### src/rtl/fetch_predict.sv
// Two-stage instruction fetch (F1 address, F2 predecode) feeding decode.
// Define GSHARE_EN for the trained gshare predictor; otherwise prediction is static BTFN.
module fetch_predict #(
    parameter logic [31:0] RESET_PC = 32'h0000_0000,
    parameter logic [31:0] NOP      = 32'h0000_0013
) (
    input  logic        clk,
    input  logic        rst,
    input  logic        stall,
    input  logic        redirect,
    input  logic [31:0] redirect_pc,
    input  logic        resolve_valid,
    input  logic        resolve_taken,
    input  logic [31:0] resolve_pc,
    input  logic [7:0]  resolve_index,
    output logic [31:0] imem_addr,
    input  logic [31:0] imem_data,
    output logic        valid,
    output logic [31:0] pc,
    output logic [31:0] instr,
    output logic        prediction,
    output logic [7:0]  pc_xor_global_history
);

    localparam logic [6:0] OP_BRANCH = 7'b1100011;
    localparam logic [6:0] OP_JAL    = 7'b1101111;

    logic [31:0]        fetch_pc_p0;
    logic [31:0]        pc_p1;
    logic               vld_p1;

    logic               is_branch;
    logic               is_jal;
    logic               br_taken;
    logic               pred_taken;
    logic [7:0]         index;
    logic signed [31:0] imm_b;
    logic signed [31:0] imm_j;
    logic [31:0]        target;

    // While stalled, re-read the word already sitting in F2 so imem_data stays put.
    assign imem_addr = stall ? pc_p1 : fetch_pc_p0;

    // ---- F2: predecode of imem_data, which belongs to pc_p1 ----
    always_comb begin
        is_branch = (imem_data[6:0] == OP_BRANCH);
        is_jal    = (imem_data[6:0] == OP_JAL);
        imm_b     = {{20{imem_data[31]}}, imem_data[7], imem_data[30:25],
                     imem_data[11:8], 1'b0};
        imm_j     = {{12{imem_data[31]}}, imem_data[19:12], imem_data[20],
                     imem_data[30:21], 1'b0};
        target    = pc_p1 + (is_jal ? imm_j : imm_b);
    end

    assign pred_taken = vld_p1 && (is_jal || (is_branch && br_taken));

`ifdef GSHARE_EN
    logic [7:0] ghr;
    logic [1:0] pht [256];
    logic       unused_resolve;

    function automatic logic [1:0] sat_update(input logic [1:0] ctr, input logic taken);
        if (taken) begin
            return (ctr == 2'b11) ? ctr : ctr + 2'b01;
        end
        return (ctr == 2'b00) ? ctr : ctr - 2'b01;
    endfunction

    assign index          = pc_p1[9:2] ^ ghr;
    assign br_taken       = pht[index][1];
    assign unused_resolve = ^{resolve_pc[31:9], resolve_pc[1:0]};

    // Training is independent of stall; a same-cycle read sees the old counter.
    always_ff @(posedge clk) begin
        if (rst) begin
            ghr <= '0;
            for (int i = 0; i < 256; i++) begin
                pht[i] <= 2'b01;
            end
        end else begin
            if (resolve_valid) begin
                pht[resolve_index] <= sat_update(pht[resolve_index], resolve_taken);
            end
            if (redirect) begin
                if (resolve_valid) begin
                    ghr <= {resolve_index[6:0] ^ resolve_pc[8:2], resolve_taken};
                end
            end else if (!stall && vld_p1 && is_branch) begin
                ghr <= {ghr[6:0], br_taken};
            end
        end
    end
`else
    logic unused_resolve;

    assign index          = pc_p1[9:2];
    assign br_taken       = imm_b[31];
    assign unused_resolve = ^{resolve_valid, resolve_taken, resolve_pc, resolve_index};
`endif

    // ---- F1: fetch address and the F1->F2 address register ----
    always_ff @(posedge clk) begin
        if (redirect || !stall) begin
            pc_p1 <= fetch_pc_p0;
        end
    end

    always_ff @(posedge clk) begin
        if (rst) begin
            fetch_pc_p0 <= RESET_PC;
            vld_p1      <= 1'b0;
        end else if (redirect) begin
            fetch_pc_p0 <= redirect_pc;
            vld_p1      <= 1'b0;
        end else if (!stall) begin
            fetch_pc_p0 <= pred_taken ? target : fetch_pc_p0 + 32'd4;
            vld_p1      <= !pred_taken;
        end
    end

    // ---- F2 -> decode output registers ----
    always_ff @(posedge clk) begin
        if (rst) begin
            valid                 <= 1'b0;
            pc                    <= '0;
            instr                 <= NOP;
            prediction            <= 1'b0;
            pc_xor_global_history <= '0;
        end else if (redirect) begin
            valid                 <= 1'b0;
            pc                    <= pc_p1;
            instr                 <= NOP;
            prediction            <= 1'b0;
            pc_xor_global_history <= index;
        end else if (!stall) begin
            valid                 <= vld_p1;
            pc                    <= pc_p1;
            instr                 <= vld_p1 ? imem_data : NOP;
            prediction            <= pred_taken;
            pc_xor_global_history <= index;
        end
    end

endmodule

### config.mk
export PLATFORM = sky130hd
export DESIGN_NAME = fetch_predict
export DESIGN_NICKNAME = d
export VERILOG_FILES = /design/src/rtl/fetch_predict.sv
export SDC_FILE = /design/constraint.sdc
export NUM_CORES = 1
export LEC_CHECK = 0
export ABC_AREA = 1
export CELL_PAD_IN_SITES_DETAIL_PLACEMENT = 1
export CELL_PAD_IN_SITES_GLOBAL_PLACEMENT = 2
export CORE_MARGIN = 8
export CORE_UTILIZATION = 24
export DETAILED_ROUTE_END_ITERATION = 16
export GPL_ROUTABILITY_DRIVEN = 0
export PLACE_DENSITY = 0.88
export SETUP_SLACK_MARGIN = 0.05
export SLEW_MARGIN = 20
export SYNTH_ARGS = -nofsm -noshare
export SYNTH_HDL_FRONTEND = slang
export SYNTH_SLANG_ARGS = --single-unit
### constraint.sdc
create_clock -name clk -period 3.1 [get_ports clk]
set_input_delay 0.62 -clock clk [delete_from_list [all_inputs] [get_ports clk]]
set_output_delay 0.62 -clock clk [all_outputs]
set_load 0.005 [all_outputs]
==> Word-level counts from Yosys, hierarchy flattened <==
Index checks and enable logic that the tools add are counted.
{ "word_totals": {"ff_bits": 139, "inputBits": 110, "output_inout_bits": 106} }
{ "op_classes": {"addsub": 2, "eq_ne": 3, "n_mux": 10, "n_reduce_logical": 7} }
{ "ops": {"columns": ["cell", "n"], "rows": [
  ["32-bit 2-to-1 mux", 7],
  ["32-bit by 3-bit adder with 32-bit output (second input constant)", 1],
  ["32-bit adder", 1],
  ["20-bit 2-to-1 mux", 1],
  ["8-bit 2-to-1 mux", 2],
  ["7-bit == test (second input constant)", 2],
  ["1-bit logical AND", 2],
  ["1-bit logical NOT", 2],
  ["1-bit logical OR", 2],
  ["2-bit by 1-bit != test with 1-bit output (second input constant)", 1],
  ["2-bit OR reduction", 1]
]} }

==> Logic depth before layout (Yosys ltp) <==
{ "logic_depth": {"ltp_word": 7, "mapped_depth": 23, "depth_no_buf": 21} }

==> Least setup slack after synthesis <==
Ideal clock, no wire load.
{ "synth_path": {"path_type": "input -> register", "startpoint": "input imem_data[1]", "endpoint": "register fetch_pc_p0[21]", "setup_ns": 0.109, "arrival_ns": 2.985, "path_slack_ns": 0.006, "stages": 20, "path_buffers": 2, "cell_sequence": "nand2_1 -> or3_1 -> buf_6 -> clkbuf_1 -> mux2_2 -> fa_1 -> nand2_1 -> nand2_1 -> nand3_1 -> nand2_1 -> nand2_1 -> nand2_1 -> nand2_1 -> inv_1 -> nor2_1 -> nand2_1 -> nand3_1 -> nand3_1 -> nand2_1 -> inv_1"} }
{ "synth_between": {"elab_chain_cells": 7, "elab_cells_between_ends": 10} }
{ "synth_lines": {"columns": ["item", "line_no", "rtl"], "rows": [
  ["start: declaration", "17", "input logic [31:0] imem_data,"],
  ["branches (longest 4 deep; another with 32-bit adder)", null, null],
  ["32-bit 2-to-1 mux *", "116", "fetch_pc_p0 <= pred_taken ? target : fetch_pc_p0 + 32'd4;"],
  ["32-bit 2-to-1 mux *", "115", "end else if (!stall) begin"],
  ["32-bit 2-to-1 mux *", "112", "end else if (redirect) begin"],
  ["end signal: assignment", "113", "fetch_pc_p0 <= redirect_pc;"],
  ["end signal: assignment", "116", null],
  ["end: declaration", "28", "logic [31:0] fetch_pc_p0;"]
]} }
Mark *: on every way between the ends. The select of a mux whose other input is x is not followed.
A chain may end at the register's enable or synchronous reset.

==> Final worst setup path <==
{ "layout_path": {"startpoint": "input imem_data[3]", "endpoint": "register fetch_pc_p0[28]"} }
The elaborated chain is that of the path after synthesis.

==> run summary <==
SYNTHESIS
-----------------------------------------------------------------------------------------------------
Compound-Gate Fraction of Synth Area ...................................................        0.163
Largest family of logic cells by synthesized area ...................................... simple AND/OR/NAND/NOR gates
Number of unique standard cell types used by synthesis .................................           45
Netlist area before placement ..........................................................    8310 um^2
Mapped Cells ...........................................................................         1238
Cells taking the most area after synthesis ............................................. dfxtp_1 (24%), nand2_1 (16%), edfxtp_1 (12%)
Synthesized area divided by synthesized cell count .....................................    6.71 um^2
Count of yosys warnings during synthesis ...............................................            0
Number of synthesized flops with an enable pin .........................................           32
Area leader, netlist ...................................................................      dfxtp_1
Fraction of synthesized cell area taken by the top area cell type ......................        0.239
Share of synthesized registers carrying an async set or reset ..........................            0
Area fraction in and, or, nand and nor cells after synthesis ...........................        0.299
Post-synthesis share of cell area spent on full adders, half adders and majority gates .       0.0536
Share of synthesized area spent on multiplexers ........................................      0.00678
Synth Register Bits ....................................................................          131
Net count after synthesis ..............................................................         1383
Synth Flop Type ........................................................................      dfxtp_1
Sequential element share of the synthesized area .......................................        0.354
Area share of xor/xnor cells in the synthesized design .................................       0.0253

PLACE
-----------------------------------------------------------------------------------------------------
Buffers on Ports .......................................................................          173
Count of placed standard cells including taps ..........................................         1907
Post-place setup slack .................................................................    -0.800 ns
Post-DP HPWL ...........................................................................     29900 um

SETUP PATH
-----------------------------------------------------------------------------------------------------
Worst endpoint required time ...........................................................      3.46 ns
End of the worst register-to-register path ............................................. fetch_pc_p0[30]$_SDFFE_PP0P_
Endpoint class of the critical path ....................................................         flop
Arrival time at the worst endpoint .....................................................      3.27 ns
Internal reg-to-reg setup slack ........................................................      0.77 ns
Logic depth of the worst register-to-register path .....................................           11
Largest fanout on the critical path ....................................................            7
Path type of the worst setup path ......................................................       in2reg
Type of element launching the critical path ............................................    input pin
Startpoint of the worst-slack reg-to-reg timing path ................................... fetch_pc_p0[12]$_SDFFE_PP0P_
Capture point of the worst path ........................................................ fetch_pc_p0[28]$_SDFFE_PP0P_
Timing startpoint of the critical path ................................................. imem_data[3]

GLOBAL ROUTING
-----------------------------------------------------------------------------------------------------
Maximum number of pins on one net before global-route repair ...........................           39
Wire length of the first global-routing pass ...........................................     58700 um
Antenna violations before repair .......................................................            0
Global routing usage summed across all routing layers ..................................        0.184
Total gr overflow ......................................................................            0
Via count of the first global-routing pass .............................................         9929

TIMING
-----------------------------------------------------------------------------------------------------
Final Worst Setup Slack ................................................................     0.192 ns
Hold Vio Cnt, Final ....................................................................            0
Pins over their slew limit .............................................................            0
Final period util ......................................................................        0.938
Post-route clock skew ..................................................................    0.0148 ns
Worst-margin pin slew ..................................................................     0.664 ns
Final setup fails ......................................................................            0
Unrepaired setup endpoints after global routing ........................................           no
Crit path time final ...................................................................      2.91 ns
Worst slew margin relative to its limit ................................................        0.556
Highest clock rate .....................................................................    0.344 GHz

POWER AND IR DROP
-----------------------------------------------------------------------------------------------------
Power density over the cells ...........................................................  456 nW/um^2
IR Drop Worst-Case VDD .................................................................       416 uV
Post-layout total power ................................................................      5.53 mW
Total leakage power ....................................................................      5.18 nW

FLOORPLANNING
-----------------------------------------------------------------------------------------------------
Top-level I/O count ....................................................................          216
Std-Cell Rows ..........................................................................           68
Die height .............................................................................       202 um
Die ar. ................................................................................   40800 um^2
Total core area ........................................................................   34300 um^2
Chip Width .............................................................................       202 um
Initial core utilization ...............................................................        0.242

DRT
-----------------------------------------------------------------------------------------------------
Via-to-Cell Ratio ......................................................................         4.86
Average routed wire per standard cell ..................................................      19.7 um
Vias after detailed routing ............................................................         9437
Total wire length after detailed routing ...............................................     38300 um
Count of nets left with antenna violations after detail routing ........................            0
Pre-antenna DRT Iters ..................................................................            5
Number of violations reported at the end of detailed-routing iteration 0 ...............          572
DRC violations left ....................................................................            0

CTS
-----------------------------------------------------------------------------------------------------
Worst-Skew Late Latency ................................................................      0.44 ns
Worst-case clock buffer depth ..........................................................            2
Clk sinks ..............................................................................          131
Clock buffers created by TritonCTS .....................................................           17
Master cell of the clock root buffer ...................................................    clkbuf_16
Reg clk slew, reported paths ...........................................................      0.06 ns
H-tree lvl count .......................................................................            4
Hold-fix buffers, CTS ..................................................................            0
Clock tree from TritonCTS ..............................................................        built

FINAL LAYOUT
-----------------------------------------------------------------------------------------------------
Diode insertion count for antenna repair ...............................................            0
Share of post-route cells with drive strength above 1 ..................................        0.167
Final-layout fill cell count ...........................................................         4271
Number of nets in the final layout .....................................................         1621
Final Instance Count excl. Fillers .....................................................         1943
Layout Area Growth over Synthesis ......................................................        45.9%

JOB
-----------------------------------------------------------------------------------------------------
Max-capacitance violation count ........................................................            0

RUN STATUS
-----------------------------------------------------------------------------------------------------
Result of the run ...................................................................... complete, no violations

MIN PATH
-----------------------------------------------------------------------------------------------------
Worst Hold Class .......................................................................       in2reg

==> worst min path at each step <==
stage	slack (ns)	cells past startpoint	to	from
after global placement	0.44	0	pc_p1[31]$_DFFE_PP_	fetch_pc_p0[31]$_SDFFE_PP0P_
after floorplan	0.43	0	pc_p1[31]$_DFFE_PP_	fetch_pc_p0[31]$_SDFFE_PP0P_
after CTS	0.47	2	instr[8]$_SDFFE_PP0N_	instr[8]$_SDFFE_PP0N_
after detailed placement	0.45	0	pc_p1[1]$_DFFE_PP_	fetch_pc_p0[1]$_SDFFE_PP0P_
after global routing	0.46	3	instr[6]$_SDFFE_PP0N_	imem_data[6]
final	0.45	3	instr[5]$_SDFFE_PP0N_	imem_data[5]
==> metrics by stage <==
step	cell area, um^2	utilization	hold slack, ns	TNS [ns]
after floorplan	8310	-	0.430	0
after global placement	11100	0.324	0.443	-15.15
after detailed placement	11100	0.324	0.453	-17.79
after CTS	11900	0.348	0.468	0
after global routing	12100	0.354	0.465	0
final	12100	0.354	0.447	0
==> cell families (layout without fill, tap and decap cells) <==
logic type               Yosys count  count (layout)
XOR/XNOR                          24              24
buffers and inverters            196             446
flip-flops                       131             131
adder cells (fa/ha/maj)           35              35
AO/OA/AOI/OAI                    242             242
AND/OR/NAND/NOR                  605             605
multiplexers                       5               5
==> per-layer routing <==
| layer | GRT usage | wire (um) |
|---|---|---|
| met5 | 0 | 0 |
| met4 | 0.0715 | 1310 |
| met3 | 0.0456 | 2090 |
| met2 | 0.297 | 17400 |
| met1 | 0.234 | 17500 |
==> area by class of cell <==
cell class              count  area, um^2  area share
repair buffers            272        2530       0.209
multi-input cells         911        4970       0.410
clock inverters            13         121      0.0100
flip-flops and latches    131        2940       0.243
well taps                 455         569      0.0470
clock buffers              18         450      0.0372
inverters                 143         542      0.0447
==> where the power goes <==
group	switching [mW]	internal, mW
clock	0.891	1.16
combinational	0.802	0.674
sequential	0.137	1.87
==> flip-flops by register name (all words and copies together), names as in the netlist <==
register and count:
fetch_pc_p0 32, pc 32, instr 32, pc_p1 32
vld_p1 1, valid 1, prediction 1
==> cell usage after synthesis, drive strengths merged, types with 3 or more instances <==
library cell,instances
nor3,20
a21oi,97
o21bai,9
xor2,21
edfxtp,32
and2,3
o22ai,3
mux2,5
nand2,360
nand4,12
o21ai,103
a31oi,8
dfxtp,99
o221ai,16
o211ai,3
nand3,59
nand3b,5
xnor2,3
ha,34
or2,4
inv,141
nor2,139
buf,16
clkbuf,37
==> worst max-delay path, stage by stage <==
cell and delay, ns:
dlygate4sd2_1 0.21, nand2_1 0.06, or3_4 0.34, buf_12 0.16, mux2_2 0.30, ha_1 0.30, nand2_1 0.08, nand2_1 0.08
o21bai_2 0.21, a21oi_1 0.13, o21ai_1 0.11, buf_4 0.17, nand2_1 0.11, nand2_1 0.07, nand2_1 0.06, nand3_1 0.11
a21oi_1 0.14
==> cells in the final DEF, fill, tap and decap left out, types with 10 or more instances in the layout <==
cell / Yosys / final
nand2_1: 358 / 335
nor2_1: 137 / 126
o221ai_1: 16 / 16
o21ai_0: 90 / 82
o21ai_1: 12 / 16
a21oi_1: 89 / 69
a21oi_2: 8 / 27
dfxtp_1: 99 / 99
ha_1: 34 / 24
clkdlybuf4s50_1: 0 / 165
nor2_2: 1 / 12
nand4_1: 12 / 12
nor3_1: 20 / 19
inv_1: 140 / 137
ha_4: 0 / 10
nand2_2: 0 / 22
buf_4: 8 / 91
nand3_1: 58 / 46
nand3_2: 1 / 13
xor2_1: 21 / 20
clkbuf_16: 0 / 18
edfxtp_1: 32 / 32
==> what timing repair did <==
action                                  4_1_cts  5_1_grt
resized for setup                            70       55
cloned                                        0        0
buffers inserted                              2        3
pin swaps                                    10       23
endpoints found under the setup margin       26       22
Note: power is estimated with default switching activity, not from simulation.
